<file path="src/rtl/fetch_pkg.sv">
// Shared types and constants for the instruction fetch stage.
package fetch_pkg;

    localparam int          FETCH_DEPTH = 2;
    localparam logic [31:0] INSTR_NOP   = 32'h0000_0013;

    // One buffered fetch: the byte address and the word the ROM returned for it.
    typedef struct packed {
        logic [31:0] pc;
        logic [31:0] instr;
    } fetch_entry_t;

    typedef enum logic {
        RUN   = 1'b0,
        FAULT = 1'b1
    } fetch_state_e;

endpackage

</file>
<file path="src/rtl/fetch_fifo.sv">
// Two-entry FIFO of fetch entries; head is presented combinationally.
module fetch_fifo
    import fetch_pkg::*;
(
    input  logic         clk,
    input  logic         reset_n,
    input  logic         push,
    input  logic         pop,
    input  logic         flush,
    input  fetch_entry_t din,
    output fetch_entry_t head,
    output logic         full,
    output logic         empty
);

    localparam logic [1:0] DEPTH_C = 2'(FETCH_DEPTH);

    fetch_entry_t mem [FETCH_DEPTH];
    logic         rd_ptr;
    logic         wr_ptr;
    logic [1:0]   count;
    logic         do_push;
    logic         do_pop;

    assign full    = (count == DEPTH_C);
    assign empty   = (count == 2'd0);
    assign do_pop  = pop && !empty && !flush;
    // A push into a full buffer is only accepted when the head leaves in the same cycle.
    assign do_push = push && (!full || do_pop) && !flush;
    assign head    = mem[rd_ptr];

    // Storage write; when full with a simultaneous pop, the slot being written is the one leaving.
    // NOTE: the storage array has no reset; every consumer gates it with the valid count, so its
    // power-up contents are never observed and leaving it unreset keeps it a plain register file.
    always_ff @(posedge clk) begin
        if (do_push) begin
            mem[wr_ptr] <= din;
        end
    end

    // Pointer and occupancy bookkeeping; 1-bit pointers wrap naturally modulo 2.
    // NOTE: state uses non-blocking assignments so every register samples pre-edge values.
    always_ff @(posedge clk or negedge reset_n) begin
        if (!reset_n) begin
            rd_ptr <= 1'b0;
            wr_ptr <= 1'b0;
            count  <= 2'd0;
        end else if (flush) begin
            rd_ptr <= 1'b0;
            wr_ptr <= 1'b0;
            count  <= 2'd0;
        end else begin
            if (do_push) wr_ptr <= wr_ptr + 1'b1;
            if (do_pop)  rd_ptr <= rd_ptr + 1'b1;
            case ({do_push, do_pop})
                2'b10:   count <= count + 2'd1;
                2'b01:   count <= count - 2'd1;
                default: count <= count;
            endcase
        end
    end

endmodule

</file>
<file path="src/rtl/instr_fetch.sv">
// Instruction fetch stage: owns the PC, checks fetch targets, buffers ROM words for decode.
module instr_fetch
    import fetch_pkg::*;
#(
    parameter logic [31:0] RESET_PC  = 32'h0000_0000,
    parameter int          ROM_DEPTH = 64
) (
    input  logic        clk,
    input  logic        reset_n,
    output logic [31:0] instr_addr,
    input  logic [31:0] instr_data,
    input  logic        redirect_valid,
    input  logic [31:0] redirect_pc,
    output logic        out_valid,
    input  logic        out_ready,
    output logic [31:0] out_instr,
    output logic [31:0] out_pc,
    output logic [31:0] out_pc_plus4,
    output logic        out_fault
);

    localparam logic [31:0] ROM_LIMIT = 32'(ROM_DEPTH);

    fetch_state_e state;
    logic [31:0]  pc;
    logic         fault_q;
    logic         pop;
    logic         want_fetch;
    logic         pc_in_range;
    logic         fifo_push;
    logic         fifo_pop;
    logic         fifo_full;
    logic         fifo_empty;
    fetch_entry_t fifo_din;
    fetch_entry_t fifo_head;

    assign instr_addr  = pc;
    assign out_valid   = !fifo_empty;
    assign pop         = out_valid && out_ready;
    // A slot is available if the buffer is not full or the head is leaving this cycle.
    assign want_fetch  = (state == RUN) && (!fifo_full || pop);
    assign pc_in_range = (pc[1:0] == 2'b00) && ({2'b00, pc[31:2]} < ROM_LIMIT);
    // Redirect wins over any same-cycle push or pop; the flush discards both.
    assign fifo_push   = want_fetch && pc_in_range && !redirect_valid;
    assign fifo_pop    = pop && !redirect_valid;
    assign fifo_din    = '{pc: pc, instr: instr_data};

    fetch_fifo u_fifo (
        .clk     (clk),
        .reset_n (reset_n),
        .push    (fifo_push),
        .pop     (fifo_pop),
        .flush   (redirect_valid),
        .din     (fifo_din),
        .head    (fifo_head),
        .full    (fifo_full),
        .empty   (fifo_empty)
    );

    // Head fields read as zero whenever no entry is valid, including right after reset.
    assign out_instr    = out_valid ? fifo_head.instr       : 32'd0;
    assign out_pc       = out_valid ? fifo_head.pc          : 32'd0;
    assign out_pc_plus4 = out_valid ? fifo_head.pc + 32'd4  : 32'd0;
    assign out_fault    = fault_q;

    // PC sequencing and the RUN/FAULT machine; a bad target parks the stage until redirected.
    always_ff @(posedge clk or negedge reset_n) begin
        if (!reset_n) begin
            pc      <= RESET_PC;
            state   <= RUN;
            fault_q <= 1'b0;
        end else if (redirect_valid) begin
            pc      <= redirect_pc;
            state   <= RUN;
            fault_q <= 1'b0;
        end else begin
            case (state)
                RUN: begin
                    if (want_fetch) begin
                        if (pc_in_range) begin
                            pc <= pc + 32'd4;
                        end else begin
                            state   <= FAULT;
                            fault_q <= 1'b1;
                        end
                    end
                end
                FAULT: begin
                    pc <= pc;
                end
                default: begin
                    state <= RUN;
                end
            endcase
        end
    end

endmodule

</file>
<file path="config.mk">
export PLATFORM = sky130hd
export DESIGN_NAME = instr_fetch
export DESIGN_NICKNAME = d
export VERILOG_FILES = /design/src/rtl/fetch_pkg.sv /design/src/rtl/fetch_fifo.sv /design/src/rtl/instr_fetch.sv
export SDC_FILE = /design/constraint.sdc
export NUM_CORES = 1
export LEC_CHECK = 0
export CORE_MARGIN = 1
export CORE_UTILIZATION = 41
export DETAILED_ROUTE_END_ITERATION = 10
export PLACE_DENSITY = 0.69
export SYNTH_ARGS = -nofsm -noshare
export SYNTH_HDL_FRONTEND = slang
export SYNTH_SLANG_ARGS = --single-unit
</file>
<file path="constraint.sdc">
create_clock -name clk -period 10.3 [get_ports clk]
set_input_delay 2.06 -clock clk [delete_from_list [all_inputs] [get_ports clk]]
set_output_delay 2.06 -clock clk [all_outputs]
set_load 0.005 [all_outputs]
</file>
; ---- Word level (Yosys, flattened, before mapping)
; Memories as Yosys holds them, arrays and structs flattened.
; Index checks and enable logic that the tools add are counted.
[totals]
rom_bits = 0
regBits = 38
in_bits = 68
latch_bits = 0
memories = 1
ram_bits = 128
out_inout_bits = 130
[classes]
div_mod_pow = 0
shifts = 0
reduce_logical = 23
addsub = 6
n_mul = 0
mux = 23
eq_ne = 7
bitwise_logic = 1
magnitude_cmp = 1
[mem_list]
columns = memory, words, width, read_ports, rd_clocked_by_memory_dff, write_ports, line
row1 = u_fifo.mem, 2, 64, 1, 0, 1, fetch_fifo.sv:18  ; fetch_entry_t mem [FETCH_DEPTH];
[op_table]
columns = op, count
row1 = $mux 32, 7
row2 = $add 32x3->32 const B, 2
row3 = $lt 30x7->1 const B, 1
row4 = $mux 1, 14
row5 = $logic_and 1x1->1, 10
row6 = $ne 3x3->1 const B, 2
row7 = $reduce_and 3->1, 2
row8 = $reduce_bool 2->1, 3
row9 = $eq 2x2->1 const B, 2
row10 = $logic_not 2->1, 2
row11 = $ne 2x2->1 const B, 2
row12 = $pmux 2 s2, 1
row13 = $logic_not 1->1, 3
row14 = $reduce_bool 3->1, 1
row15 = $add 1x1->1 const B, 2
row16 = $add 2x1->2 const B, 1
row17 = $eq 2x1->1 const B, 1
row18 = $logic_or 1x1->1, 2
row19 = $mux 2, 1
row20 = $sub 2x1->2 const B, 1
row21 = $not 1->1, 1

; ---- Longest topological paths before layout
; Gate-level depths: netlist of run 1.
[depth]
depth_word = 12
depth_mapped = 10
depth_no_buf = 7

; ---- Cells and area by module
; Synthesis of run 1 repeated with hierarchy kept, for this count alone.
[unflattened]
cells_unflattened = 546
hier_area_um2 = 7548.5
[modules_own_cells]
columns = mod, area_per_inst_um2, cells_per_inst, instances, seq_area_each_um2
row1 = fetch_fifo, 4853.4, 224, 1, 3943.8
row2 = instr_fetch, 2695.1, 322, 1, 850.8

; ---- Least setup slack after synthesis of run 1
; Ideal clock, no wire load.
[synth_path]
path_type = input to register
start = input redirect_valid
end = memory u_fifo.mem[0][0] (netlist name), enable pin
path_stages = 3
setup_slack_ns = 1.019
path_buffers = 2
t_arrival_ns = 8.637
path_cell_list = clkbuf_1 > clkbuf_1 > nor4_1
[synth_between]
elab_chain_len = 9
[synth_lines]
columns = element, line
row1 = from (decl), instr_fetch.sv:12  ; input logic redirect_valid,
row2 = $logic_not 1->1 (*), n/a
row3 = $logic_and 1x1->1, instr_fetch.sv:45  ; assign fifo_pop = pop && !redirect_valid;
row4 = $logic_and 1x1->1 (2 in series), fetch_fifo.sv:27  ; assign do_pop = pop && !empty && !flush;
row5 = $logic_or 1x1->1, fetch_fifo.sv:29  ; assign do_push = push && (!full || do_pop) && !flush;
row6 = $logic_and 1x1->1, fetch_fifo.sv:29
row7 = $logic_and 1x1->1 (*), fetch_fifo.sv:29
row8 = $mux 1 (*), fetch_fifo.sv:36  ; if (do_push) begin
row9 = $mux 1 (implied by the code) (*), fetch_fifo.sv:37  ; mem[wr_ptr] <= din;
row10 = to (decl), fetch_fifo.sv:18
; Mark *: on every way between the ends. The rest lies on a longest branch, timed or not.

; ---- Worst setup path in the final report of run 1
[layout_path]
start = register u_fifo.rd_ptr
end = output out_pc_plus4[31]
[layout_between]
elab_chain_len = 3
[layout_lines]
columns = element, line
row1 = from (decl), fetch_fifo.sv:19  ; logic rd_ptr;
row2 = from (signal assigned), fetch_fifo.sv:54  ; if (do_pop) rd_ptr <= rd_ptr + 1'b1;
row3 = $mem_v2 2x64, n/a
row4 = $add 32x3->32, instr_fetch.sv:63  ; assign out_pc_plus4 = out_valid ? fifo_head.pc + 32'd4 : 32'd0;
row5 = $mux 32, instr_fetch.sv:63
row6 = to (decl), instr_fetch.sv:18  ; output logic [31:0] out_pc_plus4,
; No other way between the ends.

==> impl_metrics.env, run 1 <==
export IMPL_crit_reg2reg_launch="instr_addr[14]$_DFFE_PN0P_"
export IMPL_ys_seq_area_frac=0.645
export IMPL_slew_violations=0
export IMPL_fin_crit_sh=0.599
export IMPL_intPower_mw=1.18
export IMPL_synth_flop_cell="edfxtp_1"
export IMPL_wire_per_inst_um=18.2
export IMPL_slowest_delay_ps=840
export IMPL_grt_usage=0.198
export IMPL_synth_most_common_cell="edfxtp_1"
export IMPL_avgViaCountPerCell=5.23
export IMPL_cpMaxStageDelayCell="dfrtp_4"
export IMPL_ir_drop_v=0.000114
export IMPL_yosys_area_share_simple=0.124
export IMPL_antenna_cells=0
export IMPL_p_comb_frac=0.053
export IMPL_ant_nets=0
export IMPL_htreeDepth=4
export IMPL_synthArstFlopShare=0.229
export IMPL_fin_util=0.584
export IMPL_switchingPower_uw=312
export IMPL_clockRootBuffer="clkbuf_16"
export IMPL_ys_warn_count=0
export IMPL_ctsHoldBuffers=0
export IMPL_clock_latency_ps=430
export IMPL_synth_top_family_by_area="multiplexers"
export IMPL_synth_seq_cells=166
export IMPL_cap_viol_max_count=0
export IMPL_yosysTopAreaCellShare=0.517
export IMPL_die_area_mm2=0.0187
export IMPL_layout_area_overhead_vs_synth_pct=37.4
export IMPL_timing_final_hold_violations=0
export IMPL_drt_iter0_drc=359
export IMPL_setup_violations_final=0
export IMPL_gp_congestion=0.840
export IMPL_yosysTopAreaCell="edfxtp_1"
export IMPL_hp_class="reg2reg"
export IMPL_cp_required_ps=8240
export IMPL_muxShareOfSynthArea=0.128
export IMPL_clk_path_buf_depth=2
export IMPL_globalRouteOverflowTotal=0
export IMPL_yosysUniqueCellTypes=57
export IMPL_synth_commonest_cells="128 x edfxtp_1, 79 x nor2_1, 58 x mux2i_1, 38 x dfrtp_1"
export IMPL_finalSetupTns_ps=0
export IMPL_grt_pass1_wl_mm=27.4
export IMPL_cts_setup_buffers=0
export IMPL_whs_endpoint="out_fault$_DFFE_PN0P_"
export IMPL_grt_setup_unrepaired="no"
export IMPL_cellPowerDensity_mw_per_mm2=146
export IMPL_cts_buffers_inserted=17
export IMPL_hp_start="out_fault$_DFFE_PN0P_"
export IMPL_postCtsResizedCells=0
export IMPL_ff2ff_setup_slack_ps=7060
export IMPL_die_x_um=137
export IMPL_path_cells="buf_4 -> and4_1 -> a32oi_2 -> or4_4 -> o31a_1 -> nor3_1 -> clkdlybuf4s50_1"
export IMPL_endpoint_kind="primary output"
export IMPL_rr_worst_depth=4
export IMPL_worstPathMaxFanout=51
export IMPL_holdPathStages=2
export IMPL_synthAdderAreaFrac=0.00337
export IMPL_slew_limit_headroom=0.301
export IMPL_multi_input_area_mm2=0.00248
export IMPL_fmax_ghz=0.162
export IMPL_yosys_top_cells_area="edfxtp_1 52%, dfrtp_1 13%, mux2i_1 7.8%"
export IMPL_cp_arrival_ps=4110
export IMPL_syn_area_per_cell_um2=13.5
export IMPL_syn_area_mm2=0.00744
export IMPL_critPathKind="reg2out"
export IMPL_grt_pass1_vias=5109
export IMPL_die_h_um=137
export IMPL_initial_utilization=0.425
export IMPL_wirelength_mm=17.9
export IMPL_critPathLaunchType="register"
export IMPL_clock_sinks=166
export IMPL_drive_gt1_frac=0.121
export IMPL_grt_max_degree=77
export IMPL_synthesis_nets=622
export IMPL_ios=198
export IMPL_numPortBuffers=197
export IMPL_fillers=1350
export IMPL_core_mm2=0.0175
export IMPL_clock_power_share=0.438
export IMPL_firstDrtPassIters=5
export IMPL_regArea_mm2=0.00480
export IMPL_drc_errors=0
export IMPL_grt_antenna_before_repair=0
export IMPL_fp_row_count=48
export IMPL_fin_skew_ps=19.5
export IMPL_syn_inst=552
export IMPL_min_period_ps=6170
export IMPL_synth_edf_count=128
export IMPL_cts_tree="done"
export IMPL_seqPwrFrac=0.509
export IMPL_synth_compound_area_share=0.0569
export IMPL_power_leakage_nw=3.37
export IMPL_via_count=5148
export IMPL_worstReg2RegEnd="u_fifo.mem[1][48]$_DFFE_PP_"
export IMPL_fin_nets=816
export IMPL_swShare=0.209
export IMPL_dp_final_hpwl_mm=12.5
export IMPL_status="completed"
export IMPL_clkTransAtPathRegs_ps=70
export IMPL_worst_pin_slew_ps=1050
export IMPL_synthXorXnorAreaFrac=0.0188
==> cell families (layout without fill, tap and decap cells) <==
family / count (synthesis) / in the layout
buf+inv: 36 / 243
xor+xnor: 16 / 16
compound gates: 60 / 60
mux: 91 / 91
simple gates: 181 / 181
flops: 166 / 166
fa+ha+maj: 2 / 2
==> power groups by stage <==
stage               Combinational, mW  Sequential, mW  Clock (mW)
floorplan                      0.0196           0.767           0
global placement               0.0784           0.773           0
detailed placement             0.0801           0.775           0
CTS                            0.0808           0.761       0.667
global route                   0.0860           0.763       0.695
finish                         0.0798           0.760       0.654
==> layout make-up <==
class,count,share of cell area
Multi-Input combinational cell,350,0.243
Clock buffer,17,0.0417
Tap cell,225,0.0276
Inverter,8,0.00294
Timing Repair Buffer,203,0.196
Sequential cell,166,0.470
Clock inverter,15,0.0185
==> worst max-delay path by stage <==
stage / endpoint / start / depth (start not counted)
after global routing: out_pc_plus4[31] / u_fifo.rd_ptr$_DFFE_PN0P_ / 7
after global placement: out_pc_plus4[31] / u_fifo.rd_ptr$_DFFE_PN0P_ / 7
after floorplan: u_fifo.mem[0][0]$_DFFE_PP_ / redirect_valid / 3
final: out_pc_plus4[31] / u_fifo.rd_ptr$_DFFE_PN0P_ / 7
after CTS: out_pc_plus4[31] / u_fifo.rd_ptr$_DFFE_PN0P_ / 7
after detailed placement: out_pc_plus4[31] / u_fifo.rd_ptr$_DFFE_PN0P_ / 7
==> critical path, delay by kind of cell, from the launching register on <==
kind / cells / cell delay, ps
AND/OR/NAND/NOR: 3 / 1150
buffers and inverters: 2 / 1230
flip-flops: 1 / 840
AO/OA/AOI/OAI: 2 / 430
==> metrics by stage <==
| step | hold slack (ps) | instances | total power, mW | cell area [µm²] | worst slack (ps) |
|---|---|---|---|---|---|
| finish | 524 | 984 | 1.49 | 10200 | 4130 |
| global route | 550 | 984 | 1.54 | 10200 | 3920 |
| CTS | 526 | 984 | 1.51 | 10200 | 4100 |
| detailed placement | 506 | 952 | 0.855 | 9600 | 4550 |
| global placement | 506 | 952 | 0.852 | 9600 | 4620 |
| floorplan | 503 | 552 | 0.786 | 7440 | 1020 |
==> registers in the layout (all words and copies together), names as in the netlist <==
register,flops
instr_addr,32
out_fault,1
u_fifo.count,2
u_fifo.rd_ptr,1
u_fifo.wr_ptr,1
u_fifo.mem,128
state,1
==> metal layers <==
metal | global-route usage | share of wire | vias to the layer above
met5 | 0 | 0 | -
met4 | 0.0654 | 0.011 | 0
met3 | 0.0522 | 0.068 | 15
met2 | 0.309 | 0.47 | 204
met1 | 0.267 | 0.45 | 2490
li1 | - | - | 2439
==> cells in the final DEF (no fill, tap or decap), drive strengths merged, types with 14 or more instances in the layout <==
cell type / instances
a21oi: 14
o21ai: 17
nor2: 79
clkdlybuf4s50: 195
clkbuf: 17
inv: 15
mux2: 32
edfxtp: 128
nand2: 31
dfrtp: 38
mux2i: 59
(Power assumes the default switching activity.)
==> run 2: changes to the inputs <==
Settings changed: PLACE_DENSITY 0.69 to 0.72.
Clock period 10.3 ns to 5.11 ns, I/O delays scaled along.
==> run 2 against run 1 <==
Net effect:
- power grew 97%
- non-clock buffer count unchanged
- sequential share of layout area is essentially flat
- cell count stayed put
- via count increased by 1.4%
- clock skew down 8.7 ps
- sequential cell count is the same
- critical path type unchanged
- critical path depth down 1
- sequential power rose by 100%
==> impl_metrics.env, run 2 (same netlist as run 1, synthesis figures left out) <==
export IMPL_status="completed"
export IMPL_grt_setup_unrepaired="no"
export IMPL_worstPathMaxFanout=26
export IMPL_cts_buffers_inserted=17
export IMPL_cap_viol_max_count=0
export IMPL_min_period_ps=4650
export IMPL_ios=198
export IMPL_cellPowerDensity_mw_per_mm2=288
export IMPL_slew_limit_headroom=0.163
export IMPL_fin_crit_sh=0.910
export IMPL_grt_pass1_wl_mm=28.3
export IMPL_ir_drop_v=0.000217
export IMPL_gp_congestion=0.864
export IMPL_ctsHoldBuffers=0
export IMPL_wire_per_inst_um=18.9
export IMPL_numPortBuffers=197
export IMPL_critPathKind="reg2out"
export IMPL_clockRootBuffer="clkbuf_16"
export IMPL_core_mm2=0.0175
export IMPL_initial_utilization=0.425
export IMPL_clock_power_share=0.424
export IMPL_critPathLaunch="u_fifo.rd_ptr$_DFFE_PN0P_"
export IMPL_finalSetupTns_ps=0
export IMPL_final_common_cell="clkdlybuf4s50_1"
export IMPL_largest_register="u_fifo.mem"
export IMPL_clkTransAtPathRegs_ps=60
export IMPL_layout_area_overhead_vs_synth_pct=37.3
export IMPL_die_area_mm2=0.0187
export IMPL_timing_final_hold_violations=0
export IMPL_pre_cts_ws_ps=608
export IMPL_setup_violations_final=0
export IMPL_intPower_mw=2.35
export IMPL_worst_pin_slew_ps=1250
export IMPL_swShare=0.203
export IMPL_cp_arrival_ps=3630
export IMPL_setup_slack_ps=458
export IMPL_endpoint_kind="primary output"
export IMPL_grt_usage=0.203
export IMPL_seqPwrFrac=0.521
export IMPL_p_comb_frac=0.055
export IMPL_via_count=5219
export IMPL_power_leakage_nw=3.35
export IMPL_largest_register_ffs=128
export IMPL_fmax_ghz=0.215
export IMPL_antenna_cells=0
export IMPL_htreeDepth=4
export IMPL_fin_util=0.584
export IMPL_firstDrtPassIters=5
export IMPL_crit_reg2reg_launch="instr_addr[14]$_DFFE_PN0P_"
export IMPL_grt_pass1_vias=5152
export IMPL_drc_errors=0
export IMPL_fillers=1326
export IMPL_finalPower_mw=2.94
export IMPL_ant_nets=0
export IMPL_slew_violations=0
export IMPL_critPathLaunchType="register"
export IMPL_clk_path_buf_depth=2
export IMPL_fp_row_count=48
export IMPL_cp_required_ps=4090
export IMPL_clock_sinks=166
export IMPL_grt_max_degree=76
export IMPL_dp_final_hpwl_mm=12.8
export IMPL_fin_skew_ps=10.8
export IMPL_globalRouteOverflowTotal=0
export IMPL_avgViaCountPerCell=5.30
export IMPL_grt_antenna_before_repair=0
export IMPL_hp_class="reg2reg"
export IMPL_die_x_um=137
export IMPL_cts_tree="done"
export IMPL_drt_iter0_drc=275
export IMPL_fin_nets=816
export IMPL_hp_start="instr_addr[17]$_DFFE_PN0P_"
export IMPL_die_h_um=137
export IMPL_drive_gt1_frac=0.119
export IMPL_layout_common_cells="195 x clkdlybuf4s50_1, 128 x edfxtp_1, 78 x nor2_1, 58 x mux2i_1, 37 x dfrtp_1"
export IMPL_switchingPower_uw=597
export IMPL_wirelength_mm=18.6
export IMPL_clock_latency_ps=420
[run 2: cell types whose count changed in the layout (fill, tap and decap cells not counted)]
cell and delta:
nor4_2 -1, buf_4 -1, buf_12 +1, bufinv_16 -1
nor4_4 +1, clkinv_4 +3, inv_6 -5, inv_8 -2
clkbuf_1 +2, clkinvlp_4 +1, clkbuf_8 +2
[run 2: metal layers]
layer / global-route usage / routed length (µm) / up-vias
met5: 0 / 0 / -
met4: 0.0636 / 281 / 0
met3: 0.0478 / 1190 / 23
met2: 0.327 / 8770 / 228
met1: 0.271 / 8380 / 2528
li1: - / - / 2440
[run 2: worst paths after layout]
kind / end / slack (ps) / depth (start not counted)
max: out_pc_plus4[25] / 460 / 6
min: u_fifo.mem[0][49]$_DFFE_PP_ / 530 / 0
max reg2reg: u_fifo.mem[0][2]$_DFFE_PP_ / 1320 / 5
min reg2reg: u_fifo.mem[0][49]$_DFFE_PP_ / 530 / 0
max in group asynchronous: u_fifo.rd_ptr$_DFFE_PN0P_ / 3730 / 1
min in group asynchronous: instr_addr[23]$_DFFE_PN0P_ / 730 / 1
[run 2: worst max-delay path, stage by stage (launching register included)]
cell and delay, ps:
dfrtp_4 700, mux2i_1 290, a211oi_4 450, nand4_1 580
nor3_1 370, mux2_2 360, clkdlybuf4s50_1 450
[run 2: area by class of cell]
type	instances	area [µm²]	area share
flip-flops and latches	166	4800	0.470
multi-input cells	350	2490	0.244
repair buffers	203	2020	0.198
clock buffers	21	460	0.0451
well taps	225	282	0.0276
clock inverters	11	126	0.0124
inverters	8	30.0	0.00294
[run 2: timing repair]
action,CTS,global route
resized for setup,0,0
setup buffers,0,1
endpoints found under the setup margin,0,3
[run 2: power groups by stage]
stage	Combinational, mW	Sequential (mW)	Clock, mW
after global routing	0.175	1.54	1.33
after global placement	0.160	1.56	0
after detailed placement	0.164	1.56	0
after CTS	0.165	1.53	1.27
after floorplan	0.0399	1.55	0
final	0.163	1.53	1.25
[run 2: metrics by stage]
step	hold WS (ps)	instance area, µm²	std cells
finish	528	10200	984
detailed placement	516	9600	951
CTS	530	10200	983
global route	557	10200	984
floorplan	503	7450	552
global placement	504	9600	951
==> run 3: changes to the inputs <==
Settings changed: PLACE_DENSITY 0.72 to 0.69.
Clock period 5.11 ns to 5.1 ns, I/O delays scaled along.
==> run 3 against run 2 <==
Net effect:
- power increased by 1.0%
- critical path type unchanged
- global-route usage is 0.14 points higher
- critical endpoint unchanged
- largest cell class unchanged
- routed wire length decreased by 1.2%
- count of clock-buffer cells in the layout decreased by 4
- core utilization is 0.072 points higher
==> impl_metrics.env, run 3 (same netlist as run 1, synthesis figures left out) <==
export IMPL_grt_antenna_before_repair=0
export IMPL_cp_required_ps=4080
export IMPL_core_mm2=0.0175
export IMPL_cellPowerDensity_mw_per_mm2=291
export IMPL_drc_errors=0
export IMPL_die_h_um=137
export IMPL_cts_tree="done"
export IMPL_power_leakage_nw=3.36
export IMPL_ff2ff_setup_slack_ps=1620
export IMPL_grt_pass1_wl_mm=28.2
export IMPL_cp_arrival_ps=3610
export IMPL_setup_violations_final=0
export IMPL_ios=198
export IMPL_ant_nets=0
export IMPL_status="completed"
export IMPL_largest_register_ffs=128
export IMPL_clock_latency_ps=420
export IMPL_clockRootBuffer="clkbuf_16"
export IMPL_numPortBuffers=197
export IMPL_instances_no_fill=985
export IMPL_slew_limit_headroom=0.292
export IMPL_dp_cells=953
export IMPL_drive_gt1_frac=0.122
export IMPL_clkTransAtPathRegs_ps=60
export IMPL_endpoint_kind="primary output"
export IMPL_postCtsResizedCells=0
export IMPL_drt_iter0_drc=390
export IMPL_layout_common_cells="195 x clkdlybuf4s50_1, 128 x edfxtp_1, 78 x nor2_1, 58 x mux2i_1, 37 x dfrtp_1"
export IMPL_worstPathMaxFanout=30
export IMPL_worst_pin_slew_ps=1050
export IMPL_min_period_ps=4630
export IMPL_critPathKind="reg2out"
export IMPL_ctsHoldBuffers=0
export IMPL_grt_max_degree=76
export IMPL_die_x_um=137
export IMPL_critPathLaunchType="register"
export IMPL_wire_per_inst_um=18.7
export IMPL_fin_skew_ps=9.14
export IMPL_ir_drop_v=0.000227
export IMPL_via_count=5143
export IMPL_clk_path_buf_depth=2
export IMPL_slew_violations=0
export IMPL_cap_viol_max_count=0
export IMPL_clock_sinks=166
export IMPL_wirelength_mm=18.4
export IMPL_globalRouteOverflowTotal=0
export IMPL_fp_row_count=48
export IMPL_dp_final_hpwl_mm=13.0
export IMPL_hp_class="reg2reg"
export IMPL_die_area_mm2=0.0187
export IMPL_finalSetupTns_ps=0
export IMPL_firstDrtPassIters=5
export IMPL_antenna_cells=0
export IMPL_path_cells="mux2i_1 -> a211oi_4 -> nand4_1 -> nor3_1 -> mux2_2 -> clkdlybuf4s50_1"
export IMPL_cpMaxStageDelayCell="dfrtp_4"
export IMPL_avgViaCountPerCell=5.22
export IMPL_gp_congestion=0.845
export IMPL_initial_utilization=0.425
export IMPL_fin_nets=817
export IMPL_slowest_delay_ps=710
export IMPL_grt_setup_unrepaired="no"
export IMPL_htreeDepth=4
export IMPL_layout_area_overhead_vs_synth_pct=37.4
export IMPL_cts_buffers_inserted=17
export IMPL_cts_setup_buffers=0
export IMPL_final_common_cell="clkdlybuf4s50_1"
export IMPL_critPathBufInv=1
export IMPL_largest_register="u_fifo.mem"
export IMPL_fmax_ghz=0.216
export IMPL_cp_top_family="simple AND/OR/NAND/NOR gates"
export IMPL_timing_final_hold_violations=0
export IMPL_fin_crit_sh=0.908
export IMPL_grt_usage=0.204
export IMPL_grt_pass1_vias=5256
## run 3: changes by cell type in the layout (fill, tap and decap cells not counted), sizes merged
| cell | previous run | this run |
|---|---|---|
| inv | 8 | 14 |
| clkbuf | 21 | 17 |
| clkinv | 6 | 3 |
| buf | 8 | 9 |
| clkinvlp | 3 | 4 |
## run 3: cell type report
type,count,area [µm²]
fillers,1391,7260
repair buffers,204,2030
clock inverters,15,169
well taps,225,282
multi-input cells,350,2490
clock buffers,17,425
inverters,8,30.0
flip-flops and latches,166,4800
## run 3: worst paths after layout
check	from	endpoint	cells past startpoint
max	u_fifo.rd_ptr$_DFFE_PN0P_	out_pc_plus4[25]	6
min reg2reg	out_fault$_DFFE_PN0P_	out_fault$_DFFE_PN0P_	2
max in group asynchronous	reset_n	u_fifo.rd_ptr$_DFFE_PN0P_	1
min	out_fault$_DFFE_PN0P_	out_fault$_DFFE_PN0P_	2
min in group asynchronous	reset_n	instr_addr[16]$_DFFE_PN0P_	1
max reg2reg	instr_addr[14]$_DFFE_PN0P_	u_fifo.mem[1][12]$_DFFE_PP_	5
## run 3: report_power, final
part,leakage (nW),internal [mW],switching (mW)
logic,1.48,0.112,0.0519
clock network,0.278,0.733,0.542
registers,1.61,1.49,0.0436
total,3.36,2.34,0.637
## run 3: layer usage
metal  global-route usage  vias to the layer above  part of all wire
met4               0.0716                        0             0.012
li1                     -                     2433                 -
met3               0.0411                       18             0.053
met1                0.266                     2508              0.44
met5                    0                        -                 0
met2                0.340                      184              0.49
## run 3: worst register-to-register path, cell delays in order (launching register included)
cell	delay, ps
dfrtp_1	450
nor4_1	470
nand4_1	370
nor3_2	530
and3b_2	970
buf_4	400
## run 3: stage by stage
stage	hold slack [ps]	utilization	power, mW	setup slack, ps	cell area [µm²]
2_1_floorplan	503	-	1.59	1050	7450
3_3_place_gp	502	0.551	1.72	1040	9630
3_5_place_dp	507	0.551	1.73	910	9630
4_1_cts	528	0.585	3.00	418	10200
5_1_grt	556	0.585	3.07	194	10200
6_report	520	0.585	2.97	472	10200
